[config.mk]
export PLATFORM = sky130hd
export DESIGN_NAME = lpc_frame_scheduler
export DESIGN_NICKNAME = d
export VERILOG_FILES = /design/src/rtl/lpc_pkg.sv /design/src/rtl/lpc_readout_seq.sv /design/src/rtl/lpc_frame_scheduler.sv
export SDC_FILE = /design/constraint.sdc
export NUM_CORES = 1
export LEC_CHECK = 0
export ABC_AREA = 1
export BUFFER_PORTS_ARGS = -buffer_cell sky130_fd_sc_hd__buf_4
export CAP_MARGIN = 20
export CORE_MARGIN = 3
export CORE_UTILIZATION = 60
export DETAILED_ROUTE_END_ITERATION = 10
export HOLD_SLACK_MARGIN = 0.1
export PLACE_DENSITY = 0.8
export SLEW_MARGIN = 10
export SYNTH_ARGS = -nofsm -noshare
export SYNTH_HDL_FRONTEND = slang
export SYNTH_SLANG_ARGS = --single-unit
export TNS_END_PERCENT = 30
[constraint.sdc]
create_clock -name clk -period 2.2 [get_ports clk]
set_input_delay 0.33 -clock clk [delete_from_list [all_inputs] [get_ports clk]]
set_output_delay 0.33 -clock clk [all_outputs]
set_load 0.02 [all_outputs]
[src/rtl/lpc_pkg.sv]
// Shared definitions for the LPC frame scheduler and the encode engine it drives.
package lpc_pkg;

   localparam int LPC_ORDER = 10;
   localparam int FRAME_LEN = 160;

   typedef enum logic [2:0] {
      ST_IDLE,
      ST_LOAD,
      ST_KICK,
      ST_RUN,
      ST_PRIME,
      ST_SEND,
      ST_FLUSH,
      ST_ERR
   } lpc_state_e;

endpackage

[src/rtl/lpc_readout_seq.sv]
// Readout index sequencer: walks the ORDER coefficients then the residuals,
// one item per PRIME/SEND pair, and maps each index onto a memory select and address.
module lpc_readout_seq
   import lpc_pkg::*;
#(
   parameter int N_SAMPLES = FRAME_LEN,
   parameter int ORDER     = LPC_ORDER,
   parameter int IDX_W     = $clog2(ORDER + N_SAMPLES),
   parameter int ADDR_W    = $clog2(N_SAMPLES)
) (
   input  logic              clk,
   input  logic              reset,
   input  logic              start_i,
   input  logic              send_i,
   input  logic              out_ready_i,
   output logic              rd_sel_o,
   output logic [ADDR_W-1:0] rd_addr_o,
   output logic              out_valid_o,
   output logic              out_last_o,
   output logic              xfer_o
);

   localparam int TOTAL = ORDER + N_SAMPLES;

   logic [IDX_W-1:0] idx_q, idx_d;
   logic             last;

   assign last        = (idx_q == IDX_W'(TOTAL - 1));
   assign out_valid_o = send_i;
   assign out_last_o  = send_i & last;
   assign xfer_o      = send_i & out_ready_i;

   // The index only moves on an accepted item, so the address stays put through a stall.
   always_comb begin
      idx_d = idx_q;
      if (start_i) begin
         idx_d = '0;
      end else if (xfer_o && !last) begin
         idx_d = idx_q + 1'b1;
      end
   end

   always_ff @(posedge clk) begin
      if (reset) begin
         idx_q <= '0;
      end else begin
         idx_q <= idx_d;
      end
   end

   always_comb begin
      rd_sel_o  = 1'b0;
      rd_addr_o = ADDR_W'(idx_q);
      if (idx_q >= IDX_W'(ORDER)) begin
         rd_sel_o  = 1'b1;
         rd_addr_o = ADDR_W'(idx_q - IDX_W'(ORDER));
      end
   end

endmodule

[src/rtl/lpc_frame_scheduler.sv]
// Frame sequencer around the LPC encoder: load samples, kick and watch the encoder,
// stream coefficients and residuals out, then reset the encoder for the next frame.
module lpc_frame_scheduler
   import lpc_pkg::*;
#(
   parameter int N_SAMPLES      = FRAME_LEN,
   parameter int ORDER          = LPC_ORDER,
   parameter int TIMEOUT_CYCLES = 65535,
   localparam int IDX_W         = $clog2(ORDER + N_SAMPLES),
   localparam int ADDR_W        = $clog2(N_SAMPLES)
) (
   input  logic              clk,
   input  logic              reset,
   input  logic              enable,
   input  logic              in_valid,
   output logic              in_ready,
   output logic              mem_wen,
   output logic [ADDR_W-1:0] mem_waddr,
   output logic              enc_start,
   input  logic              enc_done,
   output logic              enc_reset,
   output logic              rd_sel,
   output logic [ADDR_W-1:0] rd_addr,
   output logic              out_valid,
   input  logic              out_ready,
   output logic              out_last,
   output logic              busy,
   output logic              err,
   input  logic              clear_err,
   output logic [15:0]       frame_count,
   output lpc_state_e        state_dbg
);

   // Handshakes: a sample moves when in_valid & in_ready, a readout item when
   // out_valid & out_ready, both on the rising edge; valid never waits on ready.

   lpc_state_e        state_q, state_d;
   logic [ADDR_W-1:0] cnt_q, cnt_d;
   logic [15:0]       wdog_q, wdog_d;
   logic [15:0]       frame_q, frame_d;
   logic              ro_start;
   logic              ro_xfer;

   lpc_readout_seq #(
      .N_SAMPLES (N_SAMPLES),
      .ORDER     (ORDER),
      .IDX_W     (IDX_W),
      .ADDR_W    (ADDR_W)
   ) u_readout (
      .clk         (clk),
      .reset       (reset),
      .start_i     (ro_start),
      .send_i      (state_q == ST_SEND),
      .out_ready_i (out_ready),
      .rd_sel_o    (rd_sel),
      .rd_addr_o   (rd_addr),
      .out_valid_o (out_valid),
      .out_last_o  (out_last),
      .xfer_o      (ro_xfer)
   );

   always_comb begin
      state_d   = state_q;
      cnt_d     = cnt_q;
      wdog_d    = wdog_q;
      frame_d   = frame_q;
      in_ready  = 1'b0;
      enc_start = 1'b0;
      ro_start  = 1'b0;
      case (state_q)
         ST_IDLE: begin
            if (enable) state_d = ST_LOAD;
         end
         ST_LOAD: begin
            in_ready = 1'b1;
            if (in_valid) begin
               if (cnt_q == ADDR_W'(N_SAMPLES - 1)) begin
                  cnt_d   = '0;
                  state_d = ST_KICK;
               end else begin
                  cnt_d = cnt_q + 1'b1;
               end
            end
         end
         ST_KICK: begin
            enc_start = 1'b1;
            wdog_d    = '0;
            state_d   = ST_RUN;
         end
         ST_RUN: begin
            wdog_d = wdog_q + 16'd1;
            // A completion landing on the terminal count still counts as success.
            if (enc_done) begin
               ro_start = 1'b1;
               state_d  = ST_PRIME;
            end else if (wdog_q == 16'(TIMEOUT_CYCLES - 1)) begin
               state_d = ST_ERR;
            end
         end
         ST_PRIME: begin
            state_d = ST_SEND;
         end
         ST_SEND: begin
            if (ro_xfer) state_d = out_last ? ST_FLUSH : ST_PRIME;
         end
         ST_FLUSH: begin
            frame_d = frame_q + 16'd1;
            cnt_d   = '0;
            state_d = enable ? ST_LOAD : ST_IDLE;
         end
         ST_ERR: begin
            if (clear_err) state_d = ST_IDLE;
         end
         default: begin
            state_d = ST_IDLE;
         end
      endcase
   end

   always_ff @(posedge clk) begin
      if (reset) begin
         state_q <= ST_IDLE;
         cnt_q   <= '0;
         wdog_q  <= '0;
         frame_q <= '0;
      end else begin
         state_q <= state_d;
         cnt_q   <= cnt_d;
         wdog_q  <= wdog_d;
         frame_q <= frame_d;
      end
   end

   assign mem_wen     = in_valid & in_ready;
   assign mem_waddr   = cnt_q;
   assign busy        = (state_q != ST_IDLE);
   assign err         = (state_q == ST_ERR);
   assign enc_reset   = reset | (state_q == ST_FLUSH) | (state_q == ST_ERR);
   assign frame_count = frame_q;
   assign state_dbg   = state_q;

endmodule

[Yosys cells after proc, flatten, opt, wreduce, memory -nomap -nowiden]
Index checks and enable logic that the tools add are counted.
Storage, ports and cells
  register bits after elaboration: 51
  input port bits: 7
  output and inout port bits: 44
  logic and storage cells: 61
Cells by class
  add/sub/neg operators: 5
  order comparisons: 1
  equality and inequality tests: 16
  multiplexer cells: 20
  bitwise operators: 5
  reduce and logical (&&, ||, !) cells: 9
Operator list (count)
  $add A16 B1 Y16 const B: 2
  $pmux W16 S2: 1
  $mux W8: 3
  $pmux W3 S8: 1
  $mux W3: 7
  $add A8 B1 Y8 const B: 2
  $eq A16 B16 Y1 const B: 1
  $eq A8 B8 Y1 const B: 2
  $pmux W8 S2: 1
  $eq A3 B3 Y1 const B: 4
  $ge A8 B4 Y1 const B: 1
  $ne A2 B2 Y1 const B: 4
  $sub A8 B4 Y8 const B: 1
  $eq A3 B2 Y1 const B: 2
  $mux W1: 6
  $reduce_and A6 Y1: 1
  $reduce_bool A2 Y1: 2
  $and A1 B1 Y1: 3
  $eq A3 B1 Y1 const B: 1
  $logic_not A3 Y1: 1
  $ne A3 B3 Y1 const B: 1
  $reduce_bool A3 Y1: 1
  $mux W2: 1
  $ne A2 B1 Y1 const B: 1
  other kinds (5): 6

[Depth between registers and ports, before layout]
  word-level depth: 5
  gate-level depth with buffers: 11
  gate-level depth less buffers: 11

[Hierarchy]
A second synthesis with hierarchy kept.
Unflattened totals
  cells, all modules: 482
  area total of the unflattened synthesis: 3081.7 µm²
Modules (own cells, without submodules)
  lpc_frame_scheduler: times used 1, cells an instance 365, area each 2381.0 µm², seq. area each 860.8 µm²
  lpc_readout_seq: times used 1, cells an instance 117, area each 700.7 µm², seq. area each 160.2 µm²

[Least setup slack after synthesis]
No wires, ideal clock.
  path kind: reg-to-output
  start point: register u_readout.idx_q[0]
  end point: output port rd_addr[3]
  arrival: 1.590 ns
  data required time: 1.870 ns
  setup slack: 0.280 ns
  stages on the path, launching flop included: 7
  path buffers: 0
  path through: dfxtp_1 inv_1 ha_1 nand3_1 nand4_1 nand2_1 xor2_1
On the way
  cells in the longest elaborated chain, start to end: 2
  elaborated cells on any way between the ends: 3
  classes of those cells: 1 x add/sub; 1 x order compare; 1 x mux
RTL lines
  start, declared: line lpc_readout_seq.sv:25  | logic [IDX_W-1:0] idx_q, idx_d;
  start signal, assigned: line lpc_readout_seq.sv:47  | idx_q <= idx_d;
  $sub A8 B4 Y8 or $ge A8 B4 Y1 (tied branches): line lpc_readout_seq.sv:56, lpc_readout_seq.sv:54
  $mux W8 *: line lpc_readout_seq.sv:54  | if (idx_q >= IDX_W'(ORDER)) begin
  end, declared: line lpc_frame_scheduler.sv:23  | output logic [ADDR_W-1:0] rd_addr,
Every way passes the cells marked *; elsewhere a longest branch is shown, timed or not.

[Worst setup path in the final report]
  start point: register u_readout.idx_q[0]
  end point: output port rd_addr[4]
Same word-level chain as after synthesis.

==> impl_metrics.yaml <==
clocking:
  cts-root-buf: "clkbuf_8"
  htreeDepth: 2
  cts_hold_buf: 0
  cts_tree: "done"
  cts_inserted_buffers: 5
  clock-sinks: 51
  clk_pin_slew_ns: 0.09
  cts_buffer_depth: 2
  clk_latency_ns: 0.30
power:
  power_density_nw_per_um2: 610
  leakage_nw: 1.69
  total_power_mw: 2.16
  vdd_drop_max_uv: 465
setup_path:
  cpPeakStageDelay_ns: 0.39
  arrival_ns: 1.70
  critPathCaptureType: "output pin"
  cpMostUsedCell: "inv_2"
  cp-start-kind: "register"
  cpMaxStageDelayCell: "dfxtp_4"
  reg2reg_from: "state_dbg[0]"
  path_max_fanout: 6
  critPathKind: "reg -> out"
  worstPathRequired_ns: 1.87
  cp_cell_sequence: "inv_2 > ha_1 > nand3_1 > nand4_1 > inv_2 > nor3_2 > a21oi_1 > inv_1 > buf_4"
  crit_start: "u_readout.idx_q[0]"
detailed_routing:
  wl_per_cell_um: 11.7
  ant_nets: 0
  drtPass1Iterations: 5
  drt_iter0_markers: 141
  viasPerCell: 5.21
  num_vias: 3095
  wirelength_um: 6940
  drcViolationCount: 0
timing:
  hold_viol_final: 0
  period_minus_slack_ns: 2.03
  worstMarginPinSlew_ns: 0.508
  setup_ws_ns: 0.171
  finalSetupViolCount: 0
  maxSlewHeadroom_pct: 66.1
  timing.final.crit_share_pct: 92.2
  skew_ns: 0.00343
  fmax_mhz: 493
  slew_viol_final: 0
  hold_ws_ns: 0.310
place:
  placedCellCount: 585
  dp_hpwl_um: 5250
  port_buffers: 50
  place.gp.congestion: 0.922
  pre_cts_slack_ns: 0.288
global_routing:
  grt_max_degree: 22
  grt_use_total_pct: 23.7
  antenna_found_initial: 0
  grt_pass1_vias: 2725
  grt_pass1_wl_um: 11700
  grt_overflow: 0
worst_hold_path:
  hp-class: "in -> reg"
  min_from: "reset"
logic_synthesis:
  synth_area_um2: 2980
  synth_xor_area_share_pct: 2.94
  synth.distinct_cells: 34
  ys_seq_area_share_pct: 34.2
  synthMuxAreaShare_pct: 0
  synth_compound_area_share_pct: 13.3
  synth-simple-area-share_pct: 34.6
  synth_top_family_by_area: "simple AND/OR/NAND/NOR gates"
  yosysWarningCount: 0
  postSynthCellCount: 470
  syn-mean-instance-area_um2: 6.34
  ys_seq_elements: 51
  syn_nets: 486
  synth_adder_area_share_pct: 3.78
floorplan:
  fp.dieH_um: 76.5
  dieArea_um2: 5850
  io_pins: 51
  die_w_um: 76.5
  coreArea_um2: 4750
  row_count: 25
  initial_core_util_pct: 62.7
layout:
  area_delta_synth_final_pct: 18.8
  layout-drive-gt1-share_pct: 14.4
  final_common_cell: "nand2_1"
  nets: 542
  num_antenna_cells: 0
  fin_util_pct: 74.5
  final_cell_mix: "nand2_1 (109), inv_1 (77), nor2_1 (68), buf_4 (56), dfxtp_1 (49)"
  fin_cells: 594
status:
  status: "finished, final reports clean"
run:
  maxCapViolCount: 0
-- logic make-up after synthesis --
kind of cell / count (synthesis)
flip-flops: 51
XOR/XNOR: 10
adder cells (fa/ha/maj): 9
AND/OR/NAND/NOR: 239
AO/OA/AOI/OAI: 75
buffers and inverters: 86
-- repair_timing --
action,4_1_cts,5_1_grt
buffers inserted,0,1
hold endpoints to repair,0,0
setup endpoints to repair,3,4
gates resized for setup,2,5
-- synth_stat cells, drive strengths merged --
cell type / number / area (um^2)
nand2: 112 / 433
inv: 79 / 297
nor2: 71 / 284
dfxtp: 51 / 1020
a21oi: 36 / 180
o21ai: 32 / 164
nand3: 30 / 150
nor3: 12 / 60.1
ha: 9 / 113
nand4: 8 / 65.1
xor2: 7 / 61.3
buf: 4 / 23.8
and3: 3 / 18.8
clkbuf: 3 / 11.3
xnor2: 3 / 26.3
a211oi: 1 / 7.51
a221oi: 1 / 8.76
a22oi: 1 / 7.51
a2bb2oi: 1 / 8.76
a31oi: 1 / 6.26
and2: 1 / 6.26
nand3b: 1 / 7.51
o211ai: 1 / 7.51
o21a: 1 / 7.51
or2: 1 / 6.26
-- worst max-delay path, delay by kind of cell, from the launching register on --
| kind | cells | cell delay [ns] |
|---|---|---|
| compound gates | 1 | 0.11 |
| fa+ha+maj | 1 | 0.20 |
| buf+inv | 4 | 0.39 |
| flops | 1 | 0.39 |
| simple gates | 3 | 0.31 |
-- power by group --
part           switching, mW  internal [mW]  leakage, nW
Clock                  0.302          0.224       0.0422
Sequential            0.0656          0.951        0.413
Combinational          0.387          0.231         1.24
Total                  0.754           1.41         1.69
-- layout make-up --
cell class                      instances  area [um^2]
Clock buffer                            7         76.3
Clock inverter                          1         5.00
Fill cell                             427         1210
Inverter                               79          297
Multi-Input combinational cell        333         1630
Sequential cell                        51         1030
Tap cell                               67         83.8
Timing Repair Buffer                   56          420
-- metal layers --
| metal | GRT usage [%] | part of all wire (%) |
|---|---|---|
| met2 | 41.7 | 49 |
| met3 | 4.49 | 5.4 |
| met4 | 7.79 | 1.4 |
| met1 | 29.0 | 44 |
| met5 | 0 | 0 |
-- through the flow --
stage | TNS (ns) | instance area (um^2)
CTS | 0 | 3530
detailed placement | 0 | 3440
finish | 0 | 3540
floorplan | 0 | 2980
global route | -0.0269 | 3540
global placement | 0 | 3440
-- sequential cells by signal (all words and copies together) (netlist names) --
| register | flops |
|---|---|
| frame_count | 16 |
| wdog_q | 16 |
| mem_waddr | 8 |
| state_dbg | 3 |
| u_readout.idx_q | 8 |
-- path summary, 6_finish.rpt --
kind	end	cells past startpoint	slack, ns
max	rd_addr[4]	9	0.17
min	frame_count[12]	2	0.31
max reg2reg	u_readout.idx_q[2]	6	0.42
min reg2reg	wdog_q[5]	2	0.50
Power figures use the tool's default switching activity.
